===== config.mk =====
export PLATFORM = sky130hd
export DESIGN_NAME = ped_signal_ctrl
export DESIGN_NICKNAME = d
export VERILOG_FILES = /design/src/rtl/ped_signal_ctrl.sv
export SDC_FILE = /design/constraint.sdc
export NUM_CORES = 1
export LEC_CHECK = 0
export ABC_CLOCK_PERIOD_IN_PS = 2940
export CAP_MARGIN = 20
export CELL_PAD_IN_SITES_DETAIL_PLACEMENT = 0
export CELL_PAD_IN_SITES_GLOBAL_PLACEMENT = 1
export CORE_MARGIN = 3
export CORE_UTILIZATION = 40
export DETAILED_ROUTE_END_ITERATION = 12
export PLACE_DENSITY = 0.78
export SLEW_MARGIN = 5
export SYNTH_ARGS = -nofsm -noshare
export SYNTH_HDL_FRONTEND = slang
export SYNTH_SLANG_ARGS = --single-unit

===== constraint.sdc =====
create_clock -name clk -period 2.94 [get_ports clk]
set_input_delay 0.588 -clock clk [delete_from_list [all_inputs] [get_ports clk]]
set_output_delay 0.588 -clock clk [all_outputs]
set_load 0.03 [all_outputs]

===== src/rtl/ped_signal_ctrl.sv =====
// Pedestrian signal controller slaved to a vehicle light: grants WALK on red onset
// when a request is latched, then flashes DON'T-WALK before returning to IDLE.
module ped_signal_ctrl #(
  parameter int WALK_CYCLES  = 20,
  parameter int FLASH_CYCLES = 10,
  parameter int FLASH_HALF   = 2
) (
  input  logic       clk,
  input  logic       reset,
  input  logic [2:0] light,
  input  logic       ped_btn,
  output logic       walk,
  output logic       dont_walk,
  output logic [7:0] countdown,
  output logic       req_pending,
  output logic       fault
);

  typedef enum logic [1:0] {IDLE, WALK, FLASH, FAULT} state_t;

  localparam logic [2:0] RED = 3'b100;
  localparam logic [2:0] YEL = 3'b010;
  localparam logic [2:0] GRN = 3'b001;
  localparam logic [7:0] WALK_LEN  = 8'(WALK_CYCLES);
  localparam logic [7:0] FLASH_LEN = 8'(FLASH_CYCLES);
  localparam logic [7:0] HALF_LEN  = 8'(FLASH_HALF);

  state_t     state;
  logic [2:0] prev_light;
  logic [7:0] flash_cnt;   // cycles already shown in the current flash half-period
  logic       legal;
  logic       onset;

  assign legal = (light == RED) || (light == YEL) || (light == GRN);
  assign onset = (light == RED) && (prev_light != RED);

  always_ff @(posedge clk) begin
    if (reset) begin
      state       <= IDLE;
      prev_light  <= RED;
      flash_cnt   <= 8'd0;
      walk        <= 1'b0;
      dont_walk   <= 1'b1;
      countdown   <= 8'd0;
      req_pending <= 1'b0;
      fault       <= 1'b0;
    end else begin
      prev_light <= light;
      if (!legal || state == FAULT) begin
        // FAULT is absorbing; only reset leaves it and the button is ignored
        state     <= FAULT;
        walk      <= 1'b0;
        dont_walk <= 1'b1;
        countdown <= 8'd0;
        flash_cnt <= 8'd0;
        fault     <= 1'b1;
      end else begin
        if (ped_btn) req_pending <= 1'b1;
        case (state)
          IDLE: begin
            if (onset && req_pending) begin
              state       <= WALK;
              walk        <= 1'b1;
              dont_walk   <= 1'b0;
              countdown   <= WALK_LEN;
              req_pending <= 1'b0;
            end
          end
          WALK: begin
            if (light != RED) begin
              state     <= IDLE;
              walk      <= 1'b0;
              dont_walk <= 1'b1;
              countdown <= 8'd0;
            end else if (countdown <= 8'd1) begin
              state     <= FLASH;
              walk      <= 1'b0;
              dont_walk <= 1'b1;
              countdown <= FLASH_LEN;
              flash_cnt <= 8'd1;
            end else begin
              countdown <= countdown - 8'd1;
            end
          end
          FLASH: begin
            if (light != RED || countdown <= 8'd1) begin
              state     <= IDLE;
              walk      <= 1'b0;
              dont_walk <= 1'b1;
              countdown <= 8'd0;
              flash_cnt <= 8'd0;
            end else begin
              countdown <= countdown - 8'd1;
              if (flash_cnt >= HALF_LEN) begin
                flash_cnt <= 8'd1;
                dont_walk <= ~dont_walk;
              end else begin
                flash_cnt <= flash_cnt + 8'd1;
              end
            end
          end
          default: ;
        endcase
      end
    end
  end

endmodule


==> impl_metrics.json, run 1 <==
{
  "outcome": "finished, final reports clean",
  "antenna_found_initial": 0,
  "clk_latency_ns": 0.32,
  "cap_violations": 0,
  "grt_util_all_layers_pct": 16.5,
  "cts_tree": "built",
  "p_leak_nw": 0.625,
  "gp_congestion": 0.885,
  "vdd.ir_drop.worst_v": 0.000237,
  "crit_type": "in2reg",
  "final_antenna_net_count": 0,
  "power_frac_comb_pct": 34.9,
  "vias": 1266,
  "p_per_area_mw_per_mm2": 482,
  "cts-resized-gates": 0,
  "swShare_pct": 35.3,
  "layout-drive-gt1-share_pct": 9.39,
  "pwr-share-clk_pct": 19.0,
  "synth-main-ff-cell": "dfxtp_1",
  "postSynthAreaPerCell_um2": 8.99,
  "tightestPinTransition_ns": 0.551,
  "rsz0062_at_grt": "no",
  "required_ns": 3.21,
  "yosys-top-cells-count": "dfxtp_1 (25), nor2_1 (14), a21oi_1 (12), inv_1 (10)",
  "drt_iter0_drc": 71,
  "dr.pass1.iters": 4,
  "setup_viol": 0,
  "dieArea_mm2": 0.00435,
  "areaGrowthSynthToFinish_pct": 18.2,
  "cts_buffers": 3,
  "power.switching_w": 0.000289,
  "cts.clk_slew.worst_paths_ns": 0.13,
  "synth.most_common_cell": "dfxtp_1",
  "route.detailed.drc": 0,
  "grt_pass1_vias": 1218,
  "p_int_w": 0.000529,
  "hold_path_class": "reg2reg",
  "routed_via_density": 5.58,
  "root_buffer": "clkbuf_4",
  "yosysWarnings": 0,
  "finalHoldViolCount": 0,
  "slew_violations": 0,
  "synth_edf_count": 0,
  "cts_hold_buf": 0,
  "worstPathCellList": "clkdlybuf4s50_1 > or3b_1 > a31oi_2 > o21ai_1 > o31ai_1 > a32o_1",
  "crit_family": "compound AO/OA/AOI/OAI gates",
  "max_stage_delay_ns": 0.63,
  "post-route-period-util_pct": 79.1,
  "synth_top_area_share_pct": 34.8,
  "crit_buf_inv": 1,
  "whs_ns": 0.446,
  "portBuffers": 17,
  "finalSetupTns_ns": 0,
  "slowest_stage": "clkdlybuf4s50_1",
  "hpwl_mm": 2.42,
  "synthTopCellsByArea": "dfxtp_1 (35%), ha_1 (7.0%), a21oi_1 (4.2%), nor2_1 (3.7%), inv_1 (2.6%)",
  "synth_area_mm2": 0.00144,
  "synthArstFlopShare_pct": 0,
  "postCtsSetupBuffers": 0,
  "core_area_mm2": 0.00339,
  "ys_seq_elements": 25,
  "synth_fp_nets": 174,
  "io-pin-count": 18,
  "grt_max_degree": 14,
  "die_y_um": 66.0,
  "p_seq_share_pct": 46.1,
  "drt_wl_total_mm": 3.26,
  "slew_headroom_pct": 62.8,
  "start_util_pct": 42.4,
  "overflow": 0,
  "post_drt_wl_per_cell_um": 14.4,
  "clock-sinks": 25,
  "critPathCaptureType": "register",
  "yosysTopAreaCell": "dfxtp_1",
  "fp.dieW_um": 66.0,
  "fmax_mhz": 430,
  "grt_pass1_wl_mm": 5.63,
  "n_antenna_cell": 0,
  "clk_path_buf_depth": 2,
  "syn_inst": 160,
  "nets": 196,
  "std_cell_rows": 21,
  "synthDistinctLibCells": 48,
  "seq_area_frac_synth_pct": 34.8,
  "crit_arrival_ns": 2.60,
  "crit_fanout": 7,
  "fin_skew_ns": 0.00124,
  "period_needed_ns": 2.33,
  "htreeDepth": 1,
  "start_kind": "primary input"
}
## area by class of cell
class	count	area, um2
sequential	25	500
clock buffer	4	26.3
fill	331	1690
tap	46	57.6
timing repair buffer	21	200
inverter	10	37.5
multi-input combinational	121	877
## power by group through the flow
stage	logic, W	clock network (W)	registers, W
2_1_floorplan	0.000187	0	0.000402
3_3_place_gp	0.000281	0	0.000384
3_5_place_dp	0.000287	0	0.000385
4_1_cts	0.000287	0.000163	0.000378
5_1_grt	0.000319	0.000176	0.000381
6_report	0.000285	0.000156	0.000378
## worst paths after layout
kind	startpoint	endpoint	slack, ns	depth (start not counted)
min reg2reg	flash_cnt[3]	flash_cnt[3]	0.45	2
min	flash_cnt[3]	flash_cnt[3]	0.45	2
max reg2reg	state[0]	countdown[3]	0.79	6
max	light[2]	countdown[2]	0.61	6
## placed cells by master, fill, tap and decap left out, types with 5 or more instances in the layout
cell	instances
nand2_1	8
nor3_1	7
o21a_1	5
dfxtp_1	25
nor2_1	14
clkdlybuf4s50_1	17
a21oi_1	12
ha_1	8
nor2b_1	6
inv_1	10
## metrics by stage
step / cells / total power [W] / instance area (um2) / util [%] / worst slack [ns]
final: 227 / 0.000819 / 1700 / 50.1 / 0.615
after global routing: 227 / 0.000876 / 1700 / 50.1 / 0.503
after CTS: 227 / 0.000828 / 1700 / 50.1 / 0.605
after detailed placement: 223 / 0.000672 / 1670 / 49.4 / 0.273
after global placement: 223 / 0.000665 / 1670 / 49.4 / 0.318
after floorplan: 160 / 0.000589 / 1440 / - / 0.777
## flip-flops by register name (all words and copies together), names as in the netlist
register	cells
countdown	8
flash_cnt	8
prev_light	3
state	2
dont_walk	1
fault	1
req_pending	1
walk	1
## layer usage
layer  vias to the layer above  routed length, um  GRT usage, %
met5                         -                  0             0
met4                         0                 45          5.33
met3                         5                 85          2.38
met2                        18               1510          26.5
met1                       594               1620          22.6
li1                        649                  -             -
## worst register-to-register path: cells and delay by family, from the launching register on
family          cells  cell delay (ns)
fa+ha+maj           1             0.28
compound gates      2             0.61
flops               1             0.41
simple gates        2             0.71
buf+inv             1             0.08
## cells by family (layout without fill, tap and decap cells)
logic type               count (synthesis)  in the layout  synth area share, %
AND/OR/NAND/NOR                         60             60                 26.2
XOR/XNOR                                 1              1                0.609
buffers and inverters                   14             35                 4.18
AO/OA/AOI/OAI                           51             51                 26.5
multiplexers                             1              1                0.783
flip-flops                              25             25                 34.8
adder cells (fa/ha/maj)                  8              8                 6.96
Power figures use the tool's default switching activity.
==> run 2: changes to the inputs <==
Settings changed: ABC_CLOCK_PERIOD_IN_PS 2940 to 2000, CORE_UTILIZATION 40 to 37, PLACE_DENSITY 0.78 to 0.76.
Clock period 2.94 ns to 2 ns, I/O delays scaled along.
==> impl_metrics.json, run 2 (synthesized netlist as in run 1, its figures left out) <==
{
  "outcome": "finished, final reports clean",
  "slew_headroom_pct": 57.7,
  "fp.dieW_um": 68.3,
  "drt_wl_total_mm": 3.73,
  "gp_congestion": 0.863,
  "slew_violations": 0,
  "crit_arrival_ns": 2.16,
  "cts_tree": "built",
  "rsz0062_at_grt": "yes",
  "dr.pass1.iters": 4,
  "final_cell_mix": "buf_4 (28), dfxtp_1 (21), clkdlybuf4s50_1 (14)",
  "grt_util_all_layers_pct": 18.0,
  "n_antenna_cell": 0,
  "clk_path_buf_depth": 2,
  "overflow": 0,
  "grt_pass1_vias": 1397,
  "post_drt_wl_per_cell_um": 14.7,
  "start_util_pct": 38.7,
  "p_per_area_mw_per_mm2": 716,
  "io-pin-count": 18,
  "vias": 1386,
  "grt_max_degree": 15,
  "crit_fanout": 4,
  "fin_skew_ns": 0.00390,
  "dieArea_mm2": 0.00467,
  "cts_buffers": 3,
  "n_fill_cell": 348,
  "routed_via_density": 5.48,
  "cts.clk_slew.worst_paths_ns": 0.09,
  "critPathCaptureType": "register",
  "clk_latency_ns": 0.27,
  "cts_hold_buf": 0,
  "htreeDepth": 1,
  "layout_commonest_cell": "buf_4",
  "root_buffer": "clkbuf_8",
  "finalHoldViolCount": 0,
  "fmax_mhz": 511,
  "die_y_um": 68.3,
  "portBuffers": 17,
  "final_cells": 253,
  "crit_type": "reg2reg",
  "setup_viol": 0,
  "std_cell_rows": 22,
  "start_kind": "register",
  "period_needed_ns": 1.96,
  "layout-drive-gt1-share_pct": 25.9,
  "route.detailed.drc": 0,
  "dp_cells": 249,
  "nets": 220,
  "vdd.ir_drop.worst_v": 0.000317,
  "hpwl_mm": 2.92,
  "p_leak_nw": 0.768,
  "required_ns": 2.20,
  "drt_iter0_drc": 85,
  "clock-sinks": 25,
  "grt_pass1_wl_mm": 6.39,
  "post-route-period-util_pct": 97.9,
  "tightestPinTransition_ns": 0.625,
  "final_antenna_net_count": 0,
  "areaGrowthSynthToFinish_pct": 35.5,
  "cap_violations": 0,
  "antenna_found_initial": 0,
  "biggestRegsByFlops": "countdown x8, flash_cnt x8, prev_light x3",
  "hold_path_class": "reg2reg",
  "fin_util_pct": 52.4,
  "core_area_mm2": 0.00372
}
run 2: final timing paths:
path | slack, ns | cells past startpoint | start | to
setup reg to reg | 0.04 | 6 | state[0] | countdown[3]
hold / removal | 0.45 | 2 | flash_cnt[3] | flash_cnt[3]
setup / recovery | 0.04 | 6 | state[0] | countdown[3]
hold reg to reg | 0.45 | 2 | flash_cnt[3] | flash_cnt[3]
run 2: layout make-up:
type	count	area, um2	share of cell area (%)
clock buffers	3	41.3	2.12
multi-input cells	121	918	47.1
clock inverters	1	5.00	0.257
flip-flops and latches	25	505	25.9
well taps	48	60.1	3.08
repair buffers	45	380	19.5
inverters	10	37.5	1.93
run 2: worst max-delay path: stages, from the launching register on:
cell and delay (ns):
dfxtp_2 0.37, inv_1 0.07, ha_1 0.23, nor4bb_1 0.17, a211o_4 0.34, or4_4 0.48
a211oi_2 0.22
run 2: metrics by stage:
step           setup WS [ns]  cell area, um2  hold WS, ns  total power, W  setup TNS [ns]
2_1_floorplan         0.0346            1450        0.417        0.000869               0
3_3_place_gp          -0.310            1870        0.429         0.00106           -4.96
3_5_place_dp          -0.400            1870        0.438         0.00108           -6.35
4_1_cts              0.00458            1910        0.451         0.00138               0
5_1_grt              -0.0260            1950        0.484         0.00148         -0.0260
6_report              0.0416            1950        0.450         0.00140               0
run 2: power breakdown:
group,internal [W],switching (W)
combinational,0.000252,0.000283
sequential,0.000526,0.0000291
clock,0.000139,0.000165
run 2: per-layer routing:
metal	GRT usage (%)	vias up	routed length (um)
li1	-	690	-
met1	22.4	665	1660
met2	30.7	23	1890
met3	2.79	8	118
met4	7.44	0	66
met5	0	-	0
run 2: repair_timing:
action | in CTS | in global routing
setup buffers | 0 | 0
pin swaps | 0 | 1
cloned | 0 | 0
gates resized for setup | 3 | 9
setup endpoints to repair | 16 | 8
==> run 3: changes to the inputs <==
Settings changed: SLEW_MARGIN 5 to 20.
==> results of run 3 <==
No change in the layout: final DEF, timing and power equal those of run 2.
